$ cat src/rtl/mem_arb_pkg.sv
// Shared types and helpers for the RAM data-port arbiter: transfer sizes,
// port indices and the byte-lane mask computation.
package mem_arb_pkg;

    typedef enum logic [1:0] {
        SZ_BYTE = 2'd0,
        SZ_HALF = 2'd1,
        SZ_WORD = 2'd2
    } size_e;

    localparam logic PORT0 = 1'b0;
    localparam logic PORT1 = 1'b1;

    // Lane mask for a transfer; callers truncate to their lane count, which is
    // what drops the upper lane of a half-word at offset 3.
    function automatic logic [15:0] byte_mask(input logic [1:0] size,
                                              input logic [1:0] addr_lo,
                                              input int unsigned nb = 4);
        logic [15:0] m;
        case (size)
            SZ_BYTE: m = 16'h0001 << addr_lo;
            SZ_HALF: m = 16'h0003 << addr_lo;
            default: m = (nb >= 16) ? 16'hFFFF : ((16'h0001 << nb) - 16'h0001);
        endcase
        return m;
    endfunction

endpackage

$ cat src/rtl/rr_arbiter2.sv
// Two-way grant logic with an optional round-robin tie break; last_grant
// remembers the most recently accepted port.
module rr_arbiter2
    import mem_arb_pkg::*;
#(
    parameter int ROUND_ROBIN = 1
) (
    input  logic clk,
    input  logic resetn,
    input  logic valid0,
    input  logic valid1,
    output logic grant0,
    output logic grant1
);

    logic last_grant_reg;

    // On a tie, port 1 wins only when round-robin is on and port 0 went last.
    assign grant1 = valid1 & (~valid0 | ((ROUND_ROBIN != 0) & (last_grant_reg == PORT0)));
    assign grant0 = valid0 & ~grant1;

    always_ff @(posedge clk or negedge resetn) begin
        if (!resetn) begin
            last_grant_reg <= PORT1;
        end else if (grant0 | grant1) begin
            last_grant_reg <= grant1 ? PORT1 : PORT0;
        end
    end

endmodule

$ cat src/rtl/dbus_ram_arbiter.sv
// Shares the RAM data port between the dBus (port 0) and a second master
// (port 1): grant, address/byte-enable conversion and read-response routing.
module dbus_ram_arbiter
    import mem_arb_pkg::*;
#(
    parameter int WL          = 32,
    parameter int RAM_ADDR_WL = 13,
    parameter int ROUND_ROBIN = 1
) (
    input  logic                   clk,
    input  logic                   resetn,
    input  logic                   p0_cmd_valid,
    output logic                   p0_cmd_ready,
    input  logic                   p0_cmd_wr,
    input  logic [WL-1:0]          p0_cmd_addr,
    input  logic [WL-1:0]          p0_cmd_data,
    input  logic [1:0]             p0_cmd_size,
    output logic                   p0_rsp_valid,
    output logic [WL-1:0]          p0_rsp_data,
    output logic                   p0_rsp_error,
    input  logic                   p1_cmd_valid,
    output logic                   p1_cmd_ready,
    input  logic                   p1_cmd_wr,
    input  logic [WL-1:0]          p1_cmd_addr,
    input  logic [WL-1:0]          p1_cmd_data,
    input  logic [1:0]             p1_cmd_size,
    output logic                   p1_rsp_valid,
    output logic [WL-1:0]          p1_rsp_data,
    output logic                   p1_rsp_error,
    output logic [WL/8-1:0]        ram_we,
    output logic [RAM_ADDR_WL-1:0] ram_addr,
    output logic [WL-1:0]          ram_din,
    input  logic [WL-1:0]          ram_dout
);

    localparam int NB = WL / 8;
    typedef logic [NB-1:0] mask_t;

    logic          grant0;
    logic          grant1;
    logic          accept;
    logic          sel;
    logic          sel_wr;
    logic [WL-1:0] sel_addr;
    logic [WL-1:0] sel_data;
    logic [1:0]    sel_size;
    logic          out_of_range;
    mask_t         mask;

    logic          rsp_pending_reg;
    logic          rsp_owner_reg;
    logic          rsp_err_reg;
    logic [1:0]    rsp_valid_vec;
    logic [1:0]    rsp_error_vec;
    logic [WL-1:0] rsp_data_arr [2];

    rr_arbiter2 #(
        .ROUND_ROBIN(ROUND_ROBIN)
    ) u_arb (
        .clk    (clk),
        .resetn (resetn),
        .valid0 (p0_cmd_valid),
        .valid1 (p1_cmd_valid),
        .grant0 (grant0),
        .grant1 (grant1)
    );

    // Nothing may be accepted while reset is held, even with valid requests.
    assign p0_cmd_ready = grant0 & resetn;
    assign p1_cmd_ready = grant1 & resetn;
    assign accept       = p0_cmd_ready | p1_cmd_ready;
    assign sel          = grant1 ? PORT1 : PORT0;

    always_comb begin
        sel_wr   = p0_cmd_wr;
        sel_addr = p0_cmd_addr;
        sel_data = p0_cmd_data;
        sel_size = p0_cmd_size;
        if (sel == PORT1) begin
            sel_wr   = p1_cmd_wr;
            sel_addr = p1_cmd_addr;
            sel_data = p1_cmd_data;
            sel_size = p1_cmd_size;
        end
    end

    assign out_of_range = (sel_addr >> (RAM_ADDR_WL + 2)) != '0;
    assign mask         = mask_t'(byte_mask(sel_size, sel_addr[1:0], NB));

    assign ram_addr = sel_addr[RAM_ADDR_WL+1:2];
    assign ram_din  = sel_data;
    assign ram_we   = (accept && sel_wr && !out_of_range) ? mask : '0;

    always_ff @(posedge clk or negedge resetn) begin
        if (!resetn) begin
            rsp_pending_reg <= 1'b0;
            rsp_owner_reg   <= PORT0;
            rsp_err_reg     <= 1'b0;
        end else begin
            rsp_pending_reg <= accept & ~sel_wr;
            rsp_owner_reg   <= sel;
            rsp_err_reg     <= out_of_range;
        end
    end

    for (genvar gi = 0; gi < 2; gi++) begin : g_rsp
        assign rsp_valid_vec[gi] = rsp_pending_reg && (rsp_owner_reg == 1'(gi));
        assign rsp_error_vec[gi] = rsp_valid_vec[gi] & rsp_err_reg;
        assign rsp_data_arr[gi]  = (rsp_valid_vec[gi] && !rsp_err_reg) ? ram_dout : '0;
    end

    assign p0_rsp_valid = rsp_valid_vec[0];
    assign p0_rsp_error = rsp_error_vec[0];
    assign p0_rsp_data  = rsp_data_arr[0];
    assign p1_rsp_valid = rsp_valid_vec[1];
    assign p1_rsp_error = rsp_error_vec[1];
    assign p1_rsp_data  = rsp_data_arr[1];

endmodule

$ cat config.mk
export PLATFORM = sky130hd
export DESIGN_NAME = dbus_ram_arbiter
export DESIGN_NICKNAME = d
export VERILOG_FILES = /design/src/rtl/mem_arb_pkg.sv /design/src/rtl/rr_arbiter2.sv /design/src/rtl/dbus_ram_arbiter.sv
export SDC_FILE = /design/constraint.sdc
export NUM_CORES = 1
export LEC_CHECK = 0
export ABC_AREA = 0
export CORE_AREA = 2 2 112 114
export DETAILED_ROUTE_END_ITERATION = 8
export DIE_AREA = 0 0 114 116
export PLACE_DENSITY = 0.54
export SYNTH_ARGS = -nofsm -noshare
export SYNTH_HDL_FRONTEND = slang
export SYNTH_HIERARCHICAL = 1
export SYNTH_SLANG_ARGS = --single-unit
$ cat constraint.sdc
create_clock -name clk -period 5.8 [get_ports clk]
set_clock_uncertainty 0.2 [all_clocks]
set_input_delay 1.16 -clock clk [delete_from_list [all_inputs] [get_ports clk]]
set_output_delay 1.16 -clock clk [all_outputs]
set_load 0.01 [all_outputs]
==> impl_metrics.yaml, run 1 <==
run_status:
  status: "finished, final reports clean"
floorplanning:
  die_x_um: 114
  dieArea_sq_mm: 0.01322
  start_util_pct: 12.28
  fp-row-count: 40
  ios: 289
  core_area_sq_mm: 0.01191
  die_y_um: 116
finish:
  post-route-util_pct: 38.60
  antenna_cells: 0
  regArea_sq_um: 101.3
  area_delta_synth_final_pct: 214.4
  num-fill-cells: 1241
  nets: 635
  drive_gt1_share_pct: 12.72
  multi_input_area_sq_mm: 0.001301
worst_setup_path:
  cp.required_ps: 4440
  cp_max_fo: 9
  worstSetupEndpointType: "primary output"
  start_kind: "input pin"
  worst-setup-path-type: "input pin to primary output"
  crit_arrival_ps: 3620
sta:
  rsz0062_at_grt: "false"
  hold_viol: 0
  tns_ps: 0
  whs_ps: 302.1
  setup_viol: 0
  finalCritPeriodShare_pct: 85.86
  fmax_mhz: 200.8
  worst_pin_slew_ps: 440.6
  slew-limit-headroom_pct: 70.55
  drv_slew: 0
  fin_crit_ps: 4980
power_and_ir_drop:
  switchingPower_w: 0.0001058
  vdd_drop_max_mv: 0.05555
  finalPower_w: 0.0004215
  swShare_pct: 25.11
  leakagePower_nw: 1.704
  pwr-share-seq_pct: 7.9
  pwr-share-clk_pct: 27.1
  p_int_w: 0.0003157
  pwr_density_cell_mw_per_mm2: 91.68
  p_comb_share_pct: 65.1
flow_run:
  max_cap_violations: 0
placement:
  portBuffers: 288
  hpwl_mm: 7.835
  gp_congestion: 0.8043
synth:
  synth_seq_area_share_pct: 6.929
  synth_edf_count: 0
  async_reset_ff_share_pct: 100.0
  synth_cells: 181
  yosysMostFrequentCell: "and2_1"
  synth_nets: 351
  synth_area_sq_mm: 0.001463
  synth_cell_types: 29
  ys_ff_latch: 4
  synth_top_area_share_pct: 35.41
  synth_commonest_cells: "and2_1, mux2_2, buf_2, clkbuf_1, nor2b_1"
  yosysWarningCount: 6
  synth_area_leaders: "mux2_2, and2_1, dfrtp_1"
  synth_ff_type: "dfrtp_1"
  synth.avg_cell_area_sq_um: 8.081
  synth_top_area_cell: "mux2_2"
routing:
  drc: 0
  ant_nets: 0
  routed_wl_mm: 8.714
  first_iter_violations: 32
  num_vias: 2426
  avgViaCountPerCell: 3.971
  drt_pass1_iterations: 3
  avgRoutedWirePerCell_um: 14.26
hold_path:
  min_path_type: "flop to flop"
clock_tree:
  cts.sinks: 4
  cts-buffers-inserted: 3
  clk-insertion-delay-late_ps: 230
  cts.clk_slew.worst_paths_ps: 30
  hold_buffers: 0
  root_buffer: "clkbuf_16"
  cts_htree_levels: 1
  cts_tree: "done"
  clockBufferDepth: 2
  cts.repair.resized: 0
  postCtsSetupBuffers: 0
global_routing:
  grt_pass1_vias: 2482
  antenna_found_initial: 0
  grt_overflow: 0
  grt_util_all_layers_pct: 12.09
  grt_max_degree: 47
  grt_first_pass_wirelength_mm: 12.72
## layout by cell type, fill, tap and decap left out, types with 3 or more instances in the layout
cell type,instances
and2_1,70
and3_1,5
buf_4,3
clkbuf_16,3
clkdlybuf4s50_1,288
dfrtp_1,3
mux2_2,46
mux2i_1,3
nand2_1,4
nor2b_1,6
nor4_1,5
o21ai_0,5
## power by group through the flow
stage               combinational, W  clock (W)  sequential (W)
finish                      0.000274   0.000114       0.0000331
CTS                         0.000279   0.000118       0.0000332
global route                0.000293   0.000121       0.0000335
detailed placement          0.000277          0       0.0000335
floorplan                  0.0000856          0       0.0000321
global placement            0.000276          0       0.0000334
## layout make-up
cell class                      count  area share (%)
Timing Repair Buffer              292           63.62
Multi-Input combinational cell    162           28.30
Tap cell                          147           4.000
Sequential cell                     4           2.204
Clock buffer                        4           1.714
Inverter                            2          0.1633
## cell families after synthesis
group,after synthesis,share of synthesized area [%]
AOI/OAI and AO/OA,12,6.330
buffers and inverters,15,4.876
DFF,4,6.929
muxes,50,38.24
and+or+nand+nor,100,43.63
## metrics by stage
step,std cells,worst slack [ps],instance area (sq um)
2_1_floorplan,181,1970,1463
3_3_place_gp,607,803.8,4519
3_5_place_dp,607,761.3,4519
4_1_cts,611,765.1,4598
5_1_grt,611,669.8,4598
6_report,611,820.4,4598
## path summary, 6_finish.rpt
kind	start	to	slack [ps]	cells past startpoint
setup / recovery	p1_cmd_valid	ram_we[1]	820	7
hold / removal	u_arb/last_grant_reg$_DFFE_PN1P_	u_arb/last_grant_reg$_DFFE_PN1P_	300	2
setup reg to reg	u_arb/last_grant_reg$_DFFE_PN1P_	rsp_err_reg$_DFF_PN0_	3830	5
hold reg to reg	u_arb/last_grant_reg$_DFFE_PN1P_	u_arb/last_grant_reg$_DFFE_PN1P_	300	2
max in group asynchronous	resetn	u_arb/last_grant_reg$_DFFE_PN1P_	4070	1
min in group asynchronous	resetn	rsp_pending_reg$_DFF_PN0_	1020	1
## worst max-delay path: stages
cell	delay, ps
clkdlybuf4s50_1	480
a21boi_4	420
nor4b_1	280
nand3_1	160
a221oi_4	360
and3_1	200
clkdlybuf4s50_1	550
## layer usage
layer  part of all wire, %  GRT usage [%]  vias up
met2                    53          24.01      174
met4                  0.64          2.764        0
li1                      -              -     1189
met3                    10          3.347        4
met5                     0              0        -
met1                    36          12.54     1059
Note: power is estimated with default switching activity, not from simulation.
==> inputs of run 2 (changes only) <==
--- a/config.mk
+++ b/config.mk
@@ -10,6 +10,7 @@
 export DETAILED_ROUTE_END_ITERATION = 8
 export DIE_AREA = 0 0 114 116
 export PLACE_DENSITY = 0.54
+export RECOVER_POWER = 25
 export SYNTH_ARGS = -nofsm -noshare
 export SYNTH_HDL_FRONTEND = slang
 export SYNTH_HIERARCHICAL = 1
==> run 2 against run 1 <==
Net effect:
- design area is 0.38% lower
- power is 0.36% lower
- register-to-register slack worse by 130 ps
- wire length is 0.16% higher
- count of clock-buffer cells in the layout stayed put
- critical path type unchanged
- largest cell class unchanged
- largest power group unchanged
==> impl_metrics.yaml, run 2 (synthesis results as in run 1) <==
floorplanning:
  die_y_um: 116
  ios: 289
  core_area_sq_mm: 0.01191
  dieArea_sq_mm: 0.01322
  fp-row-count: 40
  die_x_um: 114
  start_util_pct: 12.28
global_routing:
  grt_pass1_vias: 2482
  grt_first_pass_wirelength_mm: 12.72
  grt_util_all_layers_pct: 12.09
  grt_max_degree: 47
  antenna_found_initial: 0
  grt_overflow: 0
sta:
  fmax_mhz: 191.1
  hold_viol: 0
  fin_crit_ps: 5232
  rsz0062_at_grt: "false"
  worst_slack_ps: 568.5
  worst_pin_slew_ps: 548.6
  finalCritPeriodShare_pct: 90.20
  slew-limit-headroom_pct: 63.43
  drv_slew: 0
  setup_viol: 0
  tns_ps: 0
worst_setup_path:
  crit_arrival_ps: 3870
  worst_path_max_delay_cell: "dlygate4sd3_1"
  cp_max_fo: 9
  worstSetupEndpointType: "primary output"
  critical_path_buf_inv_count: 2
  start_kind: "input pin"
  cp.required_ps: 4440
  worst-setup-path-type: "input pin to primary output"
  path_cells: "dlygate4sd3_1 > a21boi_4 > nor4b_1 > nand3_1 > a221oi_1 > and3_1 > clkdlybuf4s50_1"
  crit_family: "buffers and inverters"
  max_stage_delay_ps: 590
clock_tree:
  cts.repair.resized: 0
  cts-buffers-inserted: 3
  cts.sinks: 4
  hold_buffers: 0
  cts_htree_levels: 1
  cts.clk_slew.worst_paths_ps: 30
  cts_tree: "done"
  clk-insertion-delay-late_ps: 230
  postCtsSetupBuffers: 0
  clockBufferDepth: 2
  root_buffer: "clkbuf_16"
finish:
  drive_gt1_share_pct: 12.50
  post-route-util_pct: 38.46
  nets: 635
  regArea_sq_um: 101.3
  final_cell_mix: "clkdlybuf4s50_1, and2_1, mux2_2"
  antenna_cells: 0
  final_common_cell: "clkdlybuf4s50_1"
  num-fill-cells: 1243
  fin_cells: 611
  area_delta_synth_final_pct: 213.2
  multi_input_area_sq_mm: 0.001284
run_status:
  status: "finished, final reports clean"
routing:
  first_iter_violations: 29
  ant_nets: 0
  avgRoutedWirePerCell_um: 14.28
  routed_wl_mm: 8.728
  drc: 0
  avgViaCountPerCell: 3.974
  num_vias: 2428
  drt_pass1_iterations: 4
power_and_ir_drop:
  vdd_drop_max_mv: 0.05542
  finalPower_w: 0.0004200
  pwr_density_cell_mw_per_mm2: 91.70
  leakagePower_nw: 1.773
hold_path:
  min_path_type: "flop to flop"
placement:
  hpwl_mm: 7.835
  portBuffers: 288
  place_ws_ps: 761.3
  place_inst: 607
  gp_congestion: 0.8043
flow_run:
  max_cap_violations: 0
==> run 2: changes by cell type in the layout (fill, tap and decap cells not counted) <==
cell | before | now
a221oi_4 | 1 | 0
dlygate4sd3_1 | 0 | 25
a221oi_1 | 0 | 1
clkdlybuf4s50_1 | 288 | 263
==> run 2: path summary, 6_finish.rpt <==
check | from | slack (ps) | endpoint | cells past startpoint
worst max register to register | u_arb/last_grant_reg$_DFFE_PN1P_ | 3700 | rsp_err_reg$_DFF_PN0_ | 5
max in group asynchronous | resetn | 4000 | u_arb/last_grant_reg$_DFFE_PN1P_ | 1
worst max-delay path | p0_cmd_valid | 570 | ram_we[1] | 7
worst min-delay path | u_arb/last_grant_reg$_DFFE_PN1P_ | 300 | u_arb/last_grant_reg$_DFFE_PN1P_ | 2
min in group asynchronous | resetn | 1090 | rsp_pending_reg$_DFF_PN0_ | 1
worst min register to register | u_arb/last_grant_reg$_DFFE_PN1P_ | 300 | u_arb/last_grant_reg$_DFFE_PN1P_ | 2
==> run 2: cell type report <==
cell class | instances | share of cell area (%)
Tap cell | 147 | 4.015
Multi-Input combinational cell | 162 | 28.03
Sequential cell | 4 | 2.213
Timing Repair Buffer | 292 | 63.86
Inverter | 2 | 0.1639
Clock buffer | 4 | 1.721
==> run 2: layer usage <==
metal | share of wire (%) | vias to the layer above | GRT usage [%]
li1 | - | 1189 | -
met1 | 36 | 1061 | 12.54
met3 | 10 | 4 | 3.347
met5 | 0 | - | 0
met2 | 53 | 174 | 24.01
met4 | 0.64 | 0 | 2.764
==> run 2: worst reg2reg max path: stages, from the launching register on <==
cell      delay [ps]
dfstp_2          380
a21boi_4         360
nor4b_1          290
nand3_1          120
a221oi_1         530
inv_1             80
==> run 2: metrics by stage <==
step | hold WS, ps | area, sq um
floorplan | 250.9 | 1463
global placement | 286.3 | 4519
detailed placement | 300.1 | 4519
CTS | 308.7 | 4598
global route | 329.9 | 4581
finish | 302.1 | 4581
==> run 2: power breakdown <==
| group | internal, W | leakage [nW] | total, W | switching [W] |
|---|---|---|---|---|
| Combinational | 0.000193 | 1.69 | 0.000273 | 0.0000801 |
| Sequential | 0.0000310 | 0.0448 | 0.0000331 | 0.00000209 |
| Clock | 0.0000911 | 0.0382 | 0.000114 | 0.0000229 |
